**src/rtl/vid_pkg.sv**
```systemverilog
// rtl/vid_pkg.sv - shared constants and types for the gray_preproc video front end
//
// Contents:
//   H_ACTIVE_DEF / V_ACTIVE_DEF    default active geometry (640 x 480)
//   COEF_R / COEF_G / COEF_B       luma weights, sum to 256
//   LUMA_SHIFT                     normalising shift for the weighted sum
//   SIDE_W                         width of {frame_start, y, x} side-band
//   vid_state_e                    line-tracking FSM states
//   PIPE_LAT                       input-to-output latency (3 with GRAY_SMOOTH_EN)
// Optional build macro: GRAY_SMOOTH_EN

package vid_pkg;

    localparam int H_ACTIVE_DEF = 640;
    localparam int V_ACTIVE_DEF = 480;

    localparam logic [11:0] COEF_R     = 12'd77;
    localparam logic [11:0] COEF_G     = 12'd150;
    localparam logic [11:0] COEF_B     = 12'd29;
    localparam int          LUMA_SHIFT = 8;

    localparam int X_W    = 10;
    localparam int Y_W    = 9;
    localparam int SIDE_W = 1 + Y_W + X_W;

    typedef enum logic [1:0] {
        IDLE   = 2'd0,
        BLANK  = 2'd1,
        ACTIVE = 2'd2
    } vid_state_e;

`ifdef GRAY_SMOOTH_EN
    localparam int PIPE_LAT = 3;
`else
    localparam int PIPE_LAT = 2;
`endif

endpackage

```
**src/rtl/gray_preproc_luma_pipe.sv**
```systemverilog
// rtl/gray_preproc_luma_pipe.sv - two-stage RGB444 to 4-bit luma pipeline
//
// Ports:
//   clk, reset        pixel clock, asynchronous active-high reset
//   rgb_i [11:0]      {R, G, B} nibbles
//   valid_i           pixel qualifier
//   side_i            side-band travelling with the pixel
//   luma_o [3:0]      (77R + 150G + 29B) >> 8, forced to 0 when not valid
//   valid_o           valid delayed 2 cycles
//   side_o            side-band of the last valid pixel (held while invalid)

module luma_pipe
    import vid_pkg::*;
#(
    parameter int SW = 1
) (
    input  logic          clk,
    input  logic          reset,
    input  logic [11:0]   rgb_i,
    input  logic          valid_i,
    input  logic [SW-1:0] side_i,
    output logic [3:0]    luma_o,
    output logic          valid_o,
    output logic [SW-1:0] side_o
);

    logic [11:0]   prod_r_q;
    logic [11:0]   prod_g_q;
    logic [11:0]   prod_b_q;
    logic          valid1_q;
    logic [SW-1:0] side1_q;

    logic [3:0]    luma_q;
    logic          valid2_q;
    logic [SW-1:0] side2_q;

    logic [11:0]   sum;
    logic [11:0]   sum_shifted;

    // Weights sum to 256, so the full-scale sum is 15*256 = 3840 and fits 12 bits.
    always_comb begin
        sum         = prod_r_q + prod_g_q + prod_b_q;
        sum_shifted = sum >> LUMA_SHIFT;
    end

    always_ff @(posedge clk or posedge reset) begin
        if (reset) begin
            prod_r_q <= '0;
            prod_g_q <= '0;
            prod_b_q <= '0;
            valid1_q <= 1'b0;
            side1_q  <= '0;
            luma_q   <= '0;
            valid2_q <= 1'b0;
            side2_q  <= '0;
        end else begin
            prod_r_q <= COEF_R * {8'd0, rgb_i[11:8]};
            prod_g_q <= COEF_G * {8'd0, rgb_i[7:4]};
            prod_b_q <= COEF_B * {8'd0, rgb_i[3:0]};
            valid1_q <= valid_i;
            // Side-band only advances with real pixels so coordinates hold during blanking.
            if (valid_i) begin
                side1_q <= side_i;
            end

            valid2_q <= valid1_q;
            luma_q   <= valid1_q ? sum_shifted[3:0] : 4'd0;
            if (valid1_q) begin
                side2_q <= side1_q;
            end
        end
    end

    assign luma_o  = luma_q;
    assign valid_o = valid2_q;
    assign side_o  = side2_q;

endmodule

```
**src/rtl/gray_preproc.sv**
```systemverilog
// rtl/gray_preproc.sv - RGB444 to luma front end with coordinate regeneration
//
// Ports:
//   clk, reset          pixel clock, asynchronous active-high reset
//   rgb_in [11:0]       raw pixel {R, G, B}
//   de_in               active-video qualifier
//   vsync_in            frame sync, rising edge starts a frame
//   gray_out [11:0]     {Y, Y, Y}, 0 when de_out is low
//   x_coor [9:0]        column of gray_out (held while de_out is low)
//   y_coor [8:0]        line of gray_out (held while de_out is low)
//   de_out              gray_out valid
//   frame_start         pulse with the first de_out of a frame
//   line_err            sticky: line longer than H_ACTIVE or frame taller than V_ACTIVE
// Optional build macro: GRAY_SMOOTH_EN adds a [1 2 1]/4 horizontal smoother (+1 cycle).

module gray_preproc
    import vid_pkg::*;
#(
    parameter int H_ACTIVE = H_ACTIVE_DEF,
    parameter int V_ACTIVE = V_ACTIVE_DEF
) (
    input  logic        clk,
    input  logic        reset,
    input  logic [11:0] rgb_in,
    input  logic        de_in,
    input  logic        vsync_in,
    output logic [11:0] gray_out,
    output logic [9:0]  x_coor,
    output logic [8:0]  y_coor,
    output logic        de_out,
    output logic        frame_start,
    output logic        line_err
);

    localparam logic [X_W-1:0] X_MAX = X_W'(H_ACTIVE - 1);
    localparam logic [Y_W-1:0] Y_MAX = Y_W'(V_ACTIVE - 1);

    // ---------------- input-side line tracking ----------------
    vid_state_e     state_q, state_d;
    logic           vsync_q;
    logic           de_prev_q;
    logic [X_W-1:0] x_q, x_d;
    logic [Y_W-1:0] y_q, y_d;
    logic           y_full_q, y_full_d;
    logic           first_pend_q, first_pend_d;
    logic           line_err_q, line_err_d;

    logic           vs_rise;
    logic           de_rise;
    logic           pix_act;
    logic           pix_first;

    always_comb begin
        vs_rise      = vsync_in & ~vsync_q;
        de_rise      = de_in & ~de_prev_q;
        state_d      = state_q;
        x_d          = x_q;
        y_d          = y_q;
        y_full_d     = y_full_q;
        first_pend_d = first_pend_q;
        line_err_d   = line_err_q;
        pix_act      = 1'b0;
        pix_first    = 1'b0;

        if (vs_rise) begin
            // A new frame overrides everything, including a de_in edge in the same cycle.
            state_d      = BLANK;
            y_d          = '0;
            y_full_d     = 1'b0;
            first_pend_d = 1'b1;
        end else begin
            case (state_q)
                BLANK: begin
                    if (de_rise) begin
                        state_d      = ACTIVE;
                        pix_act      = 1'b1;
                        pix_first    = first_pend_q;
                        first_pend_d = 1'b0;
                        x_d          = '0;
                        // The last legal line already closed; this one is surplus.
                        if (y_full_q) begin
                            line_err_d = 1'b1;
                        end
                    end
                end
                ACTIVE: begin
                    if (!de_in) begin
                        state_d = BLANK;
                        // A full frame ends at Y_MAX; only a further line is an error.
                        if (y_q == Y_MAX) begin
                            y_full_d = 1'b1;
                        end else begin
                            y_d = y_q + 1'b1;
                        end
                    end else begin
                        pix_act = 1'b1;
                        if (x_q == X_MAX) begin
                            line_err_d = 1'b1;
                        end else begin
                            x_d = x_q + 1'b1;
                        end
                    end
                end
                default: begin
                    state_d = state_q;
                end
            endcase
        end
    end

    always_ff @(posedge clk or posedge reset) begin
        if (reset) begin
            state_q      <= IDLE;
            vsync_q      <= 1'b0;
            de_prev_q    <= 1'b0;
            x_q          <= '0;
            y_q          <= '0;
            y_full_q     <= 1'b0;
            first_pend_q <= 1'b0;
            line_err_q   <= 1'b0;
        end else begin
            state_q      <= state_d;
            vsync_q      <= vsync_in;
            de_prev_q    <= de_in;
            x_q          <= x_d;
            y_q          <= y_d;
            y_full_q     <= y_full_d;
            first_pend_q <= first_pend_d;
            line_err_q   <= line_err_d;
        end
    end

    // ---------------- luma pipeline ----------------
    // x_d is the column of the pixel being accepted this cycle; y_q its line.
    logic [SIDE_W-1:0] pix_side;
    logic [3:0]        lp_luma;
    logic              lp_valid;
    logic [SIDE_W-1:0] lp_side;

    assign pix_side = {pix_first, y_q, x_d};

    luma_pipe #(
        .SW(SIDE_W)
    ) u_luma (
        .clk     (clk),
        .reset   (reset),
        .rgb_i   (rgb_in),
        .valid_i (pix_act),
        .side_i  (pix_side),
        .luma_o  (lp_luma),
        .valid_o (lp_valid),
        .side_o  (lp_side)
    );

    logic [3:0]        out_luma;
    logic              out_valid;
    logic [SIDE_W-1:0] out_side;

`ifdef GRAY_SMOOTH_EN
    // cur_* is pixel n, prev_* pixel n-1, and the luma pipe output is pixel n+1.
    // Consecutive valid pixels always belong to the same line, because a new
    // line can only start on a de_in rising edge after at least one gap cycle.
    logic [3:0]        cur_y_q, prev_y_q, sm_y_q;
    logic              cur_v_q, prev_v_q, sm_v_q;
    logic [SIDE_W-1:0] cur_side_q, sm_side_q;
    logic [3:0]        left_y, right_y;
    logic [5:0]        acc;

    always_comb begin
        left_y  = prev_v_q ? prev_y_q : cur_y_q;
        right_y = lp_valid ? lp_luma : cur_y_q;
        acc     = {2'b00, left_y} + {1'b0, cur_y_q, 1'b0} + {2'b00, right_y};
    end

    always_ff @(posedge clk or posedge reset) begin
        if (reset) begin
            cur_y_q    <= '0;
            cur_v_q    <= 1'b0;
            cur_side_q <= '0;
            prev_y_q   <= '0;
            prev_v_q   <= 1'b0;
            sm_y_q     <= '0;
            sm_v_q     <= 1'b0;
            sm_side_q  <= '0;
        end else begin
            cur_y_q    <= lp_luma;
            cur_v_q    <= lp_valid;
            cur_side_q <= lp_side;
            prev_y_q   <= cur_y_q;
            prev_v_q   <= cur_v_q;
            sm_v_q     <= cur_v_q;
            sm_y_q     <= cur_v_q ? acc[5:2] : 4'd0;
            if (cur_v_q) begin
                sm_side_q <= cur_side_q;
            end
        end
    end

    assign out_luma  = sm_y_q;
    assign out_valid = sm_v_q;
    assign out_side  = sm_side_q;
`else
    assign out_luma  = lp_luma;
    assign out_valid = lp_valid;
    assign out_side  = lp_side;
`endif

    assign gray_out    = {out_luma, out_luma, out_luma};
    assign de_out      = out_valid;
    assign x_coor      = out_side[X_W-1:0];
    assign y_coor      = out_side[X_W+Y_W-1:X_W];
    // The side-band holds while idle, so the start flag must be qualified.
    assign frame_start = out_side[SIDE_W-1] & out_valid;
    assign line_err    = line_err_q;

endmodule

```
**config.mk**
```make
export PLATFORM = sky130hd
export DESIGN_NAME = gray_preproc
export DESIGN_NICKNAME = d
export VERILOG_FILES = /design/src/rtl/vid_pkg.sv /design/src/rtl/gray_preproc_luma_pipe.sv /design/src/rtl/gray_preproc.sv
export SDC_FILE = /design/constraint.sdc
export NUM_CORES = 1
export LEC_CHECK = 0
export CAP_MARGIN = 40
export CORE_ASPECT_RATIO = 1.4
export CORE_UTILIZATION = 30
export DETAILED_ROUTE_END_ITERATION = 8
export PLACE_DENSITY_LB_ADDON = 0.25
export SKIP_CTS_REPAIR_TIMING = 1
export SYNTH_ARGS = -nofsm -noshare
export SYNTH_HDL_FRONTEND = slang
export SYNTH_SLANG_ARGS = --single-unit
```
**constraint.sdc**
```tcl
create_clock -name clk -period 6.8 [get_ports clk]
set_input_delay 0.68 -clock clk [delete_from_list [all_inputs] [get_ports clk]]
set_output_delay 0.68 -clock clk [all_outputs]
set_load 0.01 [all_outputs]
```
==> flow_summary.json <==
{
  "regToRegStartpoint": "u_luma.prod_b_q[2]$_DFF_PP0_",
  "seq_area_frac_synth_pct": 44.9,
  "grt_overflow": 0,
  "grt.total_usage_pct": 11.7,
  "cts_num_sinks": 103,
  "cp.arrival_ns": 3.29,
  "dp_slack_ns": 3.39,
  "outcome": "finished, final reports clean",
  "slew_headroom_pct": 54.3,
  "ys_ff_latch": 103,
  "final-hold-violation-count": 0,
  "vias": 3762,
  "std_cell_rows": 59,
  "r2r_cells": 9,
  "maxCapViolCount": 0,
  "ant_nets": 0,
  "cp_cell_sequence": "clkdlybuf4s50_1, ha_1, inv_1, fa_1, inv_1, ha_1, a21o_1, a21oi_1, o21bai_1, a21oi_1, xnor2_1",
  "htree_levels": 3,
  "yosysTopAreaCellShare_pct": 44.9,
  "worstPathMaxFanout": 5,
  "die_y_um": 166,
  "critPathLaunch": "rgb_in[2]",
  "num_io_pins": 50,
  "wl_per_cell_um": 13.5,
  "crit_path_max_incr_delay_ns": 0.56,
  "fin_crit_sh_pct": 44.7,
  "num_antenna_cells": 0,
  "place.gp.congestion": 0.832,
  "min_period_ns": 3.04,
  "cts-root-buf": "clkbuf_16",
  "yosys_warnings": 0,
  "cts_inserted_buffers": 9,
  "yosys-top-cells-area": "dfrtp_1 45%, ha_1 12%, fa_1 4.9%",
  "clk_latency_ns": 0.35,
  "fin_ws_ns": 3.76,
  "clk_pin_slew_ns": 0.07,
  "rsz0062_at_grt": "false",
  "finalSetupViolCount": 0,
  "die_w_um": 119,
  "max-vdd-ir-drop_uv": 137,
  "cts_buffer_depth": 2,
  "skew_ns": 0.00859,
  "grt_pass1_wl_um": 18100,
  "final_nets": 637,
  "timing.fmax_mhz": 329,
  "syn-num-nets": 612,
  "die_area_sq_um": 19700,
  "antenna_found_initial": 0,
  "synth_cell_types": 71,
  "ys_async_sr_fraction_pct": 100,
  "area_growth_pct": 16.3,
  "yosys.area.top_type": "dfrtp_1",
  "initial_utilization_pct": 30.7,
  "tightest_slew_ns": 0.686,
  "grt_pass1_vias": 3869,
  "crit_path_end_kind": "flip-flop",
  "reg2reg_slack_ns": 4.21,
  "vias_per_cell": 4.70,
  "p_leak_nw": 3.15,
  "route.final.wire_length_um": 10800,
  "port_buffers": 49,
  "final_max_slew_viol_count": 0,
  "synth_edf_count": 0,
  "core-area_sq_um": 18700,
  "cp-endpoint": "u_luma.prod_b_q[8]$_DFF_PP0_",
  "synth_flop_cell": "dfrtp_1",
  "worstPathRequired_ns": 7.06,
  "drive_gt1_share_pct": 10.3,
  "drc": 0,
  "cp-start-kind": "input pin",
  "first_pass_iters": 4,
  "r2r_end": "u_luma.luma_o[3]$_DFF_PP0_",
  "cts_tree": "yes",
  "crit_type": "in -> reg",
  "avgSynthCellArea_sq_um": 10.9,
  "power_density_nw_per_um2": 309,
  "netlist_area_sq_um": 5730,
  "dp_hpwl_um": 8090,
  "drtIter0Drc": 130,
  "cp_slowest_cell": "fa_1",
  "grt_max_degree": 65,
  "finalSetupTns_ns": 0,
  "hold_class": "reg -> reg",
  "syn_inst": 526
}
## layout make-up
class	count	area [sq um]
clock buffer	10	239
clock inverter	6	115
fill	1835	12000
inverter	53	204
multi-input combinational	331	2680
sequential	103	2580
tap	244	305
timing repair buffer	53	548
## worst min-delay path by stage
stage / startpoint / cells past startpoint / slack [ns] / end
global route: u_luma.side1_q[12]$_DFFE_PP0P_ / 2 / 0.50 / u_luma.side1_q[12]$_DFFE_PP0P_
detailed placement: u_luma.side1_q[13]$_DFFE_PP0P_ / 2 / 0.46 / u_luma.side1_q[13]$_DFFE_PP0P_
global placement: u_luma.side1_q[16]$_DFFE_PP0P_ / 2 / 0.46 / u_luma.side1_q[16]$_DFFE_PP0P_
floorplan: u_luma.valid1_q$_DFF_PP0_ / 0 / 0.43 / u_luma.valid_o$_DFF_PP0_
finish: u_luma.side1_q[13]$_DFFE_PP0P_ / 2 / 0.47 / u_luma.side1_q[13]$_DFFE_PP0P_
CTS: u_luma.side1_q[13]$_DFFE_PP0P_ / 2 / 0.48 / u_luma.side1_q[13]$_DFFE_PP0P_
## worst max-delay path, delay by kind of cell
family | cells | cell delay, ns
buf+inv | 3 | 0.63
xor+xnor | 1 | 0.15
compound gates | 4 | 0.67
fa+ha+maj | 3 | 1.17
## kinds of logic (layout without fill, tap and decap cells)
kind of cell               Yosys count  after routing  synth area share (%)
DFF                                103            103                  44.9
adders and majority gates           70             70                  17.1
and+or+nand+nor                    131            131                  11.3
muxes                               27             27                  5.39
xor gates and xnor gates            21             21                  3.21
buffers and inverters               92            122                  8.31
AOI/OAI and AO/OA                   82             82                  9.73
## stage by stage
stage	utilization (%)	power [W]	cell area [sq um]	std cells	hold slack [ns]
after detailed placement	33.8	0.00148	6310	784	0.463
after global routing	35.7	0.00221	6670	800	0.501
final	35.7	0.00206	6670	800	0.475
after floorplan	-	0.00129	5730	526	0.428
after global placement	33.6	0.00146	6270	782	0.458
after CTS	35.7	0.00210	6670	800	0.481
## layer usage
layer	routed length (um)	vias up	global-route usage, %
met5	0	-	0
met4	191	0	5.58
met3	326	13	2.20
met2	5570	67	20.9
met1	4740	1860	13.5
li1	-	1822	-
## cells in the final DEF, fill, tap and decap left out, drive strengths merged, types with 2 or more instances in the layout
cell type	Yosys	final
mux2i	2	2
ha	56	56
clkbuf	1	10
bufinv	0	3
nor2	30	30
nand2	48	48
o21bai	3	3
clkdlybuf4s50	0	49
a211oi	2	2
fa	14	14
nand4	7	7
or3	3	3
a21oi	22	22
or2	3	3
nor3	7	7
a21o	5	5
dfrtp	103	103
mux2	25	25
a2111oi	2	2
nor2b	4	4
o21ai	19	19
nor4	2	2
and3	7	7
a211o	2	2
o31ai	3	3
xor2	5	5
a31oi	6	6
and4	2	2
nand2b	2	2
inv	53	55
xnor2	16	16
buf	38	4
nand3	7	7
## state kept, by name, indices dropped and copies added, names as in the netlist
register and cells:
u_luma.side1_q 20, u_luma.side_o 20, u_luma.prod_g_q 11, u_luma.prod_r_q 11, x_q 10, u_luma.prod_b_q 9
y_q 9, u_luma.luma_o 4, state_q 2, de_prev_q 1, first_pend_q 1, line_err 1
u_luma.valid1_q 1, u_luma.valid_o 1, vsync_q 1, y_full_q 1
## Yosys cell counts, drive strengths merged, types with 14 or more instances
| cell | n |
|---|---|
| inv | 53 |
| ha | 56 |
| nand2 | 48 |
| buf | 38 |
| fa | 14 |
| a21oi | 22 |
| xnor2 | 16 |
| nor2 | 30 |
| o21ai | 19 |
| mux2 | 25 |
| dfrtp | 103 |
## power breakdown
group / switching [W] / internal [W] / leakage, nW
clock network: 0.000232 / 0.000373 / 0.175
registers: 0.0000794 / 0.000720 / 1.34
logic: 0.000348 / 0.000311 / 1.64
total: 0.000659 / 0.00140 / 3.15
(Power assumes the default switching activity.)
